**config.mk**
```make
export PLATFORM = sky130hd
export DESIGN_NAME = alu_share_arbiter
export DESIGN_NICKNAME = d
export VERILOG_FILES = /design/src/rtl/alu_pkg.sv /design/src/rtl/alu.sv /design/src/rtl/alu_share_arbiter_rr_arb2.sv /design/src/rtl/alu_share_arbiter.sv
export SDC_FILE = /design/constraint.sdc
export NUM_CORES = 1
export LEC_CHECK = 0
export ABC_AREA = 1
export CAP_MARGIN = 10
export CORE_UTILIZATION = 50
export DETAILED_ROUTE_END_ITERATION = 12
export PLACE_DENSITY = 0.75
export SLEW_MARGIN = 20
export SYNTH_ARGS = -nofsm -noshare
export SYNTH_HDL_FRONTEND = slang
export SYNTH_SLANG_ARGS = --single-unit
```
**constraint.sdc**
```tcl
create_clock -name clk -period 4.96 [get_ports clk]
set_input_delay 0.992 -clock clk [delete_from_list [all_inputs] [get_ports clk]]
set_output_delay 0.992 -clock clk [all_outputs]
set_load 0.02 [all_outputs]
```
**src/rtl/alu_pkg.sv**
```systemverilog
// Shared ALU definitions: datapath widths, ALU_control codes and the request payload.
package alu_pkg;

    localparam int unsigned ALU_DATA_W = 32;
    localparam int unsigned ALU_OP_W   = 7;
    localparam int unsigned ALU_TAG_W  = 4;

    // ALU_control codes
    localparam logic [ALU_OP_W-1:0] ALU_ADD  = 7'b0000000;
    localparam logic [ALU_OP_W-1:0] ALU_SLL  = 7'b0000001;
    localparam logic [ALU_OP_W-1:0] ALU_SLT  = 7'b0000010;
    localparam logic [ALU_OP_W-1:0] ALU_SLTU = 7'b0000011;
    localparam logic [ALU_OP_W-1:0] ALU_XOR  = 7'b0000100;
    localparam logic [ALU_OP_W-1:0] ALU_SRL  = 7'b0000101;
    localparam logic [ALU_OP_W-1:0] ALU_OR   = 7'b0000110;
    localparam logic [ALU_OP_W-1:0] ALU_AND  = 7'b0000111;
    localparam logic [ALU_OP_W-1:0] ALU_SUB  = 7'b0001000;
    localparam logic [ALU_OP_W-1:0] ALU_SRA  = 7'b0001101;
    localparam logic [ALU_OP_W-1:0] ALU_BEQ  = 7'b0010000;
    localparam logic [ALU_OP_W-1:0] ALU_BNE  = 7'b0010001;
    localparam logic [ALU_OP_W-1:0] ALU_BLT  = 7'b0010100;
    localparam logic [ALU_OP_W-1:0] ALU_BGE  = 7'b0010101;
    localparam logic [ALU_OP_W-1:0] ALU_BLTU = 7'b0010110;
    localparam logic [ALU_OP_W-1:0] ALU_BGEU = 7'b0010111;

    // One requester's operation
    typedef struct packed {
        logic [ALU_DATA_W-1:0] opr1;
        logic [ALU_DATA_W-1:0] opr2;
        logic [ALU_OP_W-1:0]   op;
        logic [ALU_TAG_W-1:0]  tag;
    } alu_req_t;

endpackage

```
**src/rtl/alu.sv**
```systemverilog
// Combinational 32-bit ALU: arithmetic/logic/shift results on alu_out,
// branch compares on branch_flag (alu_out = 0 for pure compares).
// Ports: opr1, opr2 operands; alu_control op code; alu_out result; branch_flag compare outcome.
module alu
    import alu_pkg::*;
#(
    parameter int unsigned DATA_W = ALU_DATA_W
) (
    input  logic [DATA_W-1:0]   opr1,
    input  logic [DATA_W-1:0]   opr2,
    input  logic [ALU_OP_W-1:0] alu_control,
    output logic [DATA_W-1:0]   alu_out,
    output logic                branch_flag
);

    localparam int unsigned SH_W = $clog2(DATA_W);

    logic [SH_W-1:0] sh;
    logic            eq;
    logic            lt_s;
    logic            lt_u;

    assign sh   = opr2[SH_W-1:0];
    assign eq   = (opr1 == opr2);
    assign lt_s = ($signed(opr1) < $signed(opr2));
    assign lt_u = (opr1 < opr2);

    // Operation decode
    always_comb begin
        alu_out     = '0;
        branch_flag = 1'b0;
        case (alu_control)
            ALU_ADD:  alu_out = opr1 + opr2;
            ALU_SUB:  alu_out = opr1 - opr2;
            ALU_AND:  alu_out = opr1 & opr2;
            ALU_OR:   alu_out = opr1 | opr2;
            ALU_XOR:  alu_out = opr1 ^ opr2;
            ALU_SLL:  alu_out = opr1 << sh;
            ALU_SRL:  alu_out = opr1 >> sh;
            ALU_SRA:  alu_out = DATA_W'($signed(opr1) >>> sh);
            ALU_SLT:  alu_out = DATA_W'(lt_s);
            ALU_SLTU: alu_out = DATA_W'(lt_u);
            ALU_BEQ:  branch_flag = eq;
            ALU_BNE:  branch_flag = !eq;
            ALU_BLT:  branch_flag = lt_s;
            ALU_BGE:  branch_flag = !lt_s;
            ALU_BLTU: branch_flag = lt_u;
            ALU_BGEU: branch_flag = !lt_u;
            default:  alu_out = '0;
        endcase
    end

endmodule

```
**src/rtl/alu_share_arbiter_rr_arb2.sv**
```systemverilog
// Two-way arbiter with round-robin pointer or fixed A-over-B priority.
// Ports: clk, rst; a_valid/b_valid requests; can_acc downstream space;
// a_ready/b_ready handshake (combinational, forced 0 in reset); grant_b selected side; accept handshake fired.
module rr_arb2 #(
    parameter int unsigned PRIO_MODE = 0
) (
    input  logic clk,
    input  logic rst,
    input  logic a_valid,
    input  logic b_valid,
    input  logic can_acc,
    output logic a_ready,
    output logic b_ready,
    output logic grant_b,
    output logic accept
);

    localparam logic USE_RR = (PRIO_MODE == 0);

    logic ptr_b;

    // Grant: a lone requester always wins; contention resolved by mode
    always_comb begin
        grant_b = 1'b0;
        if (a_valid && b_valid) begin
            grant_b = USE_RR ? ptr_b : 1'b0;
        end else if (b_valid) begin
            grant_b = 1'b1;
        end
    end

    assign a_ready = !rst && can_acc && !grant_b;
    assign b_ready = !rst && can_acc && grant_b;
    assign accept  = (a_valid && a_ready) || (b_valid && b_ready);

    // Pointer favours the side that was not just served
    always_ff @(posedge clk or posedge rst) begin
        if (rst) begin
            ptr_b <= 1'b0;
        end else if (accept) begin
            ptr_b <= !grant_b;
        end
    end

endmodule

```
**src/rtl/alu_share_arbiter.sv**
```systemverilog
// Shares one ALU between requester A (integer issue) and B (address/branch compare).
// The granted request drives the ALU combinationally; the result is captured in a
// one-deep valid/ready register together with its tag and source.
// Ports: clk, rst; a_*/b_* request channels (valid, ready, opr1, opr2, op, tag);
// res_* result channel (valid, ready, data, branch, src, tag); clr_cnt and a_grants/b_grants accept counters.
module alu_share_arbiter
    import alu_pkg::*;
#(
    parameter int unsigned DATA_W    = ALU_DATA_W,
    parameter int unsigned OP_W      = ALU_OP_W,
    parameter int unsigned TAG_W     = ALU_TAG_W,
    parameter int unsigned CNT_W     = 16,
    parameter int unsigned PRIO_MODE = 0
) (
    input  logic              clk,
    input  logic              rst,
    input  logic              a_valid,
    output logic              a_ready,
    input  logic [DATA_W-1:0] a_opr1,
    input  logic [DATA_W-1:0] a_opr2,
    input  logic [OP_W-1:0]   a_op,
    input  logic [TAG_W-1:0]  a_tag,
    input  logic              b_valid,
    output logic              b_ready,
    input  logic [DATA_W-1:0] b_opr1,
    input  logic [DATA_W-1:0] b_opr2,
    input  logic [OP_W-1:0]   b_op,
    input  logic [TAG_W-1:0]  b_tag,
    output logic              res_valid,
    input  logic              res_ready,
    output logic [DATA_W-1:0] res_data,
    output logic              res_branch,
    output logic              res_src,
    output logic [TAG_W-1:0]  res_tag,
    input  logic              clr_cnt,
    output logic [CNT_W-1:0]  a_grants,
    output logic [CNT_W-1:0]  b_grants
);

    alu_req_t          a_req;
    alu_req_t          b_req;
    alu_req_t          sel_req;
    logic              can_acc;
    logic              grant_b;
    logic              accept;
    logic [DATA_W-1:0] alu_out;
    logic              branch_flag;
    logic [CNT_W-1:0]  a_grants_nxt;
    logic [CNT_W-1:0]  b_grants_nxt;

    assign a_req = '{opr1: a_opr1, opr2: a_opr2, op: a_op, tag: a_tag};
    assign b_req = '{opr1: b_opr1, opr2: b_opr2, op: b_op, tag: b_tag};

    // Room in the result register now, or it empties on this edge
    assign can_acc = !res_valid || res_ready;

    rr_arb2 #(
        .PRIO_MODE (PRIO_MODE)
    ) u_arb (
        .clk     (clk),
        .rst     (rst),
        .a_valid (a_valid),
        .b_valid (b_valid),
        .can_acc (can_acc),
        .a_ready (a_ready),
        .b_ready (b_ready),
        .grant_b (grant_b),
        .accept  (accept)
    );

    // Idle cycles leave grant_b at 0, so the ALU sees A's operands
    assign sel_req = grant_b ? b_req : a_req;

    alu #(
        .DATA_W (DATA_W)
    ) u_alu (
        .opr1        (sel_req.opr1),
        .opr2        (sel_req.opr2),
        .alu_control (sel_req.op),
        .alu_out     (alu_out),
        .branch_flag (branch_flag)
    );

    // Result register: reload on accept, hold while stalled, empty on drain
    always_ff @(posedge clk or posedge rst) begin
        if (rst) begin
            res_valid  <= 1'b0;
            res_data   <= '0;
            res_branch <= 1'b0;
            res_src    <= 1'b0;
            res_tag    <= '0;
        end else begin
            if (accept) begin
                res_valid  <= 1'b1;
                res_data   <= alu_out;
                res_branch <= branch_flag;
                res_src    <= grant_b;
                res_tag    <= sel_req.tag;
            end else if (res_ready) begin
                res_valid  <= 1'b0;
            end
        end
    end

    // Saturating grant counters; clear overrides a same-cycle increment
    always_comb begin
        a_grants_nxt = a_grants;
        b_grants_nxt = b_grants;
        if (clr_cnt) begin
            a_grants_nxt = '0;
            b_grants_nxt = '0;
        end else if (accept) begin
            if (!grant_b && (a_grants != {CNT_W{1'b1}})) begin
                a_grants_nxt = a_grants + CNT_W'(1);
            end
            if (grant_b && (b_grants != {CNT_W{1'b1}})) begin
                b_grants_nxt = b_grants + CNT_W'(1);
            end
        end
    end

    always_ff @(posedge clk or posedge rst) begin
        if (rst) begin
            a_grants <= '0;
            b_grants <= '0;
        end else begin
            a_grants <= a_grants_nxt;
            b_grants <= b_grants_nxt;
        end
    end

endmodule

```
# [After elaboration in Yosys (flattened, before gate mapping)]
# Cells that the tools add are included.
[word_totals] regBits=72 inputBits=156 output_inout_bits=73
[classes] add_sub_neg=4 magnitude_cmp=2 n_eq_ne=18 n_shift=3 mux=13 bitwise_logic=3 n_reduce_logical=23
[ops] cell="32-bit one-hot mux with 10 select lines" count=1
[ops] cell="16-bit two-way mux" count=6
[ops] cell="75-bit two-way mux" count=1
[ops] cell="32-bit < comparator" count=2
[ops] cell="7-bit by 5-bit == test with 1-bit output (second input constant)" count=6
[ops] cell="16-bit by 1-bit adder with 16-bit output (second input constant)" count=2
[ops] cell="32-bit adder" count=1
[ops] cell="32-bit AND" count=1
[ops] cell="32-bit == test" count=1
[ops] cell="16-bit inequality test (second input constant)" count=2
[ops] cell="32-bit bitwise OR" count=1
[ops] cell="32-bit by 5-bit << shifter with 32-bit output" count=1
[ops] cell="32-bit by 5-bit right shift with 32-bit output" count=1
[ops] cell="32-bit by 5-bit >>> shifter with 32-bit output" count=1
[ops] cell="32-bit subtractor" count=1
[ops] cell="32-bit bitwise XOR" count=1
[ops] cell="7-bit by 3-bit == test with 1-bit output (second input constant)" count=4
[ops] cell="7-bit by 2-bit == test with 1-bit output (second input constant)" count=2
[ops] cell="7-bit by 4-bit == test with 1-bit output (second input constant)" count=2
[ops] cell="1-bit logical AND" count=8
[ops] cell="2-bit nonzero test" count=4
[ops] cell="7-bit by 1-bit == test with 1-bit output (second input constant)" count=1
[ops] cell="7-bit logical NOT" count=1
[ops] cell="1-bit logical NOT" count=6
[ops] cell="other kinds (4)" count=9

# [Longest topological paths before layout]
[logic_depth] word_depth=8 mapped_depth=28 ltp_nobuf=24

# [Hierarchy]
# A second synthesis with hierarchy kept.
[unflattened] cells_unflattened=2746 area_unflattened_um2=14470.1
[modules_own_cells] module="alu" instances=1 cells_per_inst=1996 area_each_um2=9874.5
[modules_own_cells] module="alu_share_arbiter" instances=1 cells_per_inst=731 area_each_um2=4491.8
[modules_own_cells] module="rr_arb2" instances=1 cells_per_inst=19 area_each_um2=103.8

# [Worst setup path after synthesis]
# OpenSTA, ideal clock, no wires.
[synth_path] path_type="input port to flip-flop" from="input port rst" to="register a_grants[15]" setup_ns=0.123 arrival_time_ns=4.624 slack_ns=0.212 path_stages=14 path_cell_list="inv_1 > o21ai_1 > nor2_1 > nand2_1 > inv_1 > o21ai_1 > inv_1 > nand2_1 > nor2_2 > nand2_1 > nor2_1 > nand2_1 > o21ai_0 > a21oi_1"
[synth_between] elab_chain_cells=7 elab_cells_between_ends=9
[synth_rtl] element="start, declared" line_no="alu_share_arbiter.sv:16" text="input logic rst,"
[synth_rtl] element="1-bit logical NOT" line_no="alu_share_arbiter_rr_arb2.sv:32" text="assign a_ready = !rst && can_acc && !grant_b;"
[synth_rtl] element="1-bit logical AND (2 in a row)" line_no="alu_share_arbiter_rr_arb2.sv:32"
[synth_rtl] element="net a_ready" line_no="alu_share_arbiter.sv:18" text="output logic a_ready,"
[synth_rtl] element="1-bit logical AND" line_no="alu_share_arbiter_rr_arb2.sv:34" text="assign accept = (a_valid && a_ready) || (b_valid && b_ready);"
[synth_rtl] element="1-bit logical OR" line_no="alu_share_arbiter_rr_arb2.sv:34"
[synth_rtl] element="2-bit nonzero test (no line)"
[synth_rtl] element="2-bit AND reduction (no line)"
[synth_rtl] element="end signal, assigned" line_no="alu_share_arbiter.sv:127" text="a_grants <= a_grants_nxt;"
[synth_rtl] element="end, declared" line_no="alu_share_arbiter.sv:36" text="output logic [CNT_W-1:0] a_grants,"
# The timed path passes the listed nets, and every way through them passes these cells.
# A chain may end at the register's enable or synchronous reset.

# [Worst setup path in the final report]
[layout_path] from="input port a_valid" to="register res_data[6]"
[layout_between] elab_chain_cells=6 elab_cells_between_ends=28
[layout_rtl] element="start, declared" line_no="alu_share_arbiter.sv:17" text="input logic a_valid,"
[layout_rtl] element="parallel branches: the longest is 6 deep, another holds 32-bit subtractor"
[layout_rtl] element="end signal, assigned" line_no="alu_share_arbiter.sv:95" text="res_data <= alu_out;"
[layout_rtl] element="end, declared" line_no="alu_share_arbiter.sv:31" text="output logic [DATA_W-1:0] res_data,"
# Several ways; the timed one is not identified.

==> impl_metrics.json <==
{
  "avgSynthCellArea_um2": 5.36,
  "period_minus_slack_ns": 4.78,
  "start_util_pct": 50.9,
  "drive_gt1_share_pct": 5.68,
  "skew_ns": 0.0146,
  "crit_family": "simple AND/OR/NAND/NOR gates",
  "synth_top_flop_cell": "dfrtp_1",
  "crit_path_cell_trace": "clkdlybuf4s50_1 -> nand2_1 -> nand2_4 -> buf_4 -> nand2_1 -> o21ai_4 -> ha_1 -> inv_1 -> buf_4 -> nand2_1 -> o21ai_1 -> a21oi_1 -> or2_2 -> nand3_1 -> nand3_1 -> nor2_1 -> nand2_1 -> nor3_1 -> nand2_1 -> nand2_1 -> nand2_1",
  "multi_input_area_mm2": 0.0105,
  "rsz0062_at_grt": "false",
  "worst_slack_ns": 0.182,
  "critical-path-max-stage-delay_ns": 0.56,
  "worstSetupEndpointType": "flip-flop",
  "io_buffers": 228,
  "maxCapViolations": 0,
  "cts_root_buf": "clkbuf_16",
  "synth_async_sr_flop_share_pct": 100,
  "dpl.cell_count": 3233,
  "grt_use_total_pct": 47.7,
  "hp-class": "reg2reg",
  "place.gp.congestion": 1.21,
  "yosys_warnings": 0,
  "fp-row-count": 61,
  "cts_buffer_depth": 2,
  "relSlewSlack_pct": 30.2,
  "grt_pass1_wl_um": 104000,
  "cp_common_cell": "nand2_1",
  "clk_latency_ns": 0.36,
  "synth-seq-area-share_pct": 12.7,
  "tightestPinTransition_ns": 1.05,
  "syn_inst": 2646,
  "fin_util_pct": 62.5,
  "p_leak_nw": 9.00,
  "synth_cell_types": 53,
  "setup_viol": 0,
  "synth_seq_cells": 72,
  "instances_no_fill": 3249,
  "remaining_drc_errors": 0,
  "grt_pass1_vias": 17900,
  "h-tree-depth": 3,
  "syn_to_final_growth_pct": 22.7,
  "overflow": 0,
  "power_density_mw_per_mm2": 254,
  "report.final.hold_viol_count": 0,
  "final-max-slew-violation-count": 0,
  "cts_inserted_buffers": 9,
  "ir_drop_v": 0.000191,
  "nFillCells": 2858,
  "dpl_worst_slack_ns": -0.0687,
  "power_w": 0.00443,
  "fp.dieW_um": 170,
  "n_antenna_cell": 0,
  "vias_per_cell": 6.06,
  "status": "finished clean",
  "critical_path_required_ns": 5.20,
  "first_iter_violations": 2732,
  "routed_wl_um": 69900,
  "fin_crit_sh_pct": 96.3,
  "cts.sinks": 72,
  "regArea_mm2": 0.00180,
  "antenna_found_initial": 1,
  "synth_edf_count": 0,
  "wl_per_cell_um": 21.5,
  "cp.arrival_ns": 5.01,
  "grt_max_degree": 76,
  "vias": 19700,
  "cts_tree": "done",
  "core-area_mm2": 0.0279,
  "clk_pin_slew_worst_paths_ns": 0.07,
  "die_h_um": 170,
  "cp_num_buf_inv": 4,
  "dp_hpwl_um": 56200,
  "dieArea_mm2": 0.0291,
  "worstSetupStartpointType": "primary input",
  "cp_slowest_cell": "clkdlybuf4s50_1",
  "num_io_pins": 229,
  "netlist_area_mm2": 0.0142,
  "fmax_mhz": 209,
  "drtAntennaViolNets": 0,
  "synth_nets": 2906,
  "worstPathMaxFanout": 27,
  "worst-setup-path-type": "in2reg",
  "nNetsFinal": 3126,
  "dr.pass1.iters": 8
}
[path summary, 6_finish.rpt]
kind                       slack [ns]      endpoint         start  depth (start not counted)
setup / recovery                 0.18   res_data[6]       a_valid                         21
max in group asynchronous        2.98  res_data[26]           rst                          3
hold / removal                   0.49  res_data[28]  res_data[28]                          2
setup reg to reg                 0.91   res_data[6]   u_arb.ptr_b                         21
min in group asynchronous        1.30  a_grants[12]           rst                          3
hold reg to reg                  0.49  res_data[28]  res_data[28]                          2
[final cells by class]
type | instances | area share (%)
clock buffer | 9 | 1.29
inverter | 346 | 7.46
tap | 378 | 2.72
clock inverter | 7 | 0.352
multi-input combinational | 2116 | 60.5
sequential | 72 | 10.3
timing repair buffer | 321 | 17.3
[cells in the final DEF (no fill, tap or decap), drive strengths merged]
| master | instances |
|---|---|
| o21bai | 12 |
| ha | 102 |
| nand4 | 43 |
| o2111ai | 1 |
| inv | 348 |
| nand2b | 1 |
| o21a | 5 |
| clkbuf | 9 |
| o22ai | 8 |
| dfrtp | 72 |
| a2111oi | 1 |
| o211ai | 13 |
| a311oi | 1 |
| clkdlybuf4s50 | 228 |
| a21oi | 123 |
| nor2 | 229 |
| nor3b | 2 |
| o31ai | 1 |
| or2 | 13 |
| nor4 | 6 |
| a21boi | 7 |
| clkinv | 3 |
| nand3 | 404 |
| o221a | 2 |
| fa | 2 |
| and2 | 1 |
| buf | 93 |
| xor2 | 8 |
| nor3 | 43 |
| o221ai | 2 |
| o21ai | 194 |
| a31oi | 9 |
| clkinvlp | 2 |
| a21o | 3 |
| nand2 | 858 |
| nand3b | 18 |
| a211oi | 4 |
[synthesized netlist by cell type (29+ instances only)]
master    count  area share (%)
a21oi_1     123             4.3
nand4_1      43             1.9
dfrtp_1      72              13
buf_2        54             1.9
ha_1        102             9.0
nor2_1      218             5.8
nor3_1       41             1.4
nand2_1     853              23
nand3_1     404              14
clkbuf_1     37            0.98
inv_1       335             8.9
o21ai_1      29             1.0
o21ai_0     156             5.5
[through the flow]
| step | hold WS (ns) | setup TNS [ns] | area [µm²] |
|---|---|---|---|
| floorplan | 0.526 | 0 | 14200 |
| global placement | 0.456 | -0.0344 | 17100 |
| detailed placement | 0.469 | -0.0874 | 17100 |
| CTS | 0.486 | 0 | 17400 |
| global route | 0.500 | 0 | 17400 |
| finish | 0.487 | 0 | 17400 |
[logic make-up after synthesis]
logic type | count (synthesis) | synth area share [%]
AOI/OAI and AO/OA | 386 | 15.2
xor gates and xnor gates | 8 | 0.494
adders and majority gates | 104 | 9.28
buffers and inverters | 458 | 13.3
DFF | 72 | 12.7
and+or+nand+nor | 1618 | 49.0
[state kept, by name, indices dropped and copies added (netlist names)]
register     cells
res_data        32
a_grants        16
b_grants        16
res_tag          4
res_branch       1
res_src          1
res_valid        1
u_arb.ptr_b      1
[routing by layer]
metal	wire length, µm	track usage (%)	vias to the layer above
met4	6060	34.6	2
met5	19	0.870	-
met1	25700	58.6	8778
met2	27600	69.4	1572
met3	10600	15.7	316
li1	-	-	9016
[timing repair]
item	4_1_cts	5_1_grt
endpoints found under the setup margin	0	2
gates resized for setup	0	2
buffers inserted	0	0
hold buffers	0	0
hold endpoints to repair	0	0
[worst reg2reg max path, stage by stage, from the launching register on]
cell,delay (ns)
dfrtp_1,0.36
inv_1,0.12
nand2_1,0.12
nand2_4,0.09
buf_4,0.34
nand2_1,0.19
o21ai_4,0.17
ha_1,0.31
inv_1,0.08
buf_4,0.14
nand2_1,0.10
o21ai_1,0.33
a21oi_1,0.23
or2_2,0.32
nand3_1,0.08
nand3_1,0.08
nor2_1,0.11
nand2_1,0.10
nor3_1,0.34
nand2_1,0.15
nand2_1,0.09
nand2_1,0.05
[power breakdown]
group          internal (W)  switching (W)
Clock              0.000349       0.000320
Sequential         0.000623      0.0000299
Combinational      0.000974        0.00213
Total               0.00195        0.00248
No activity file was read; power rests on OpenSTA's default activity.
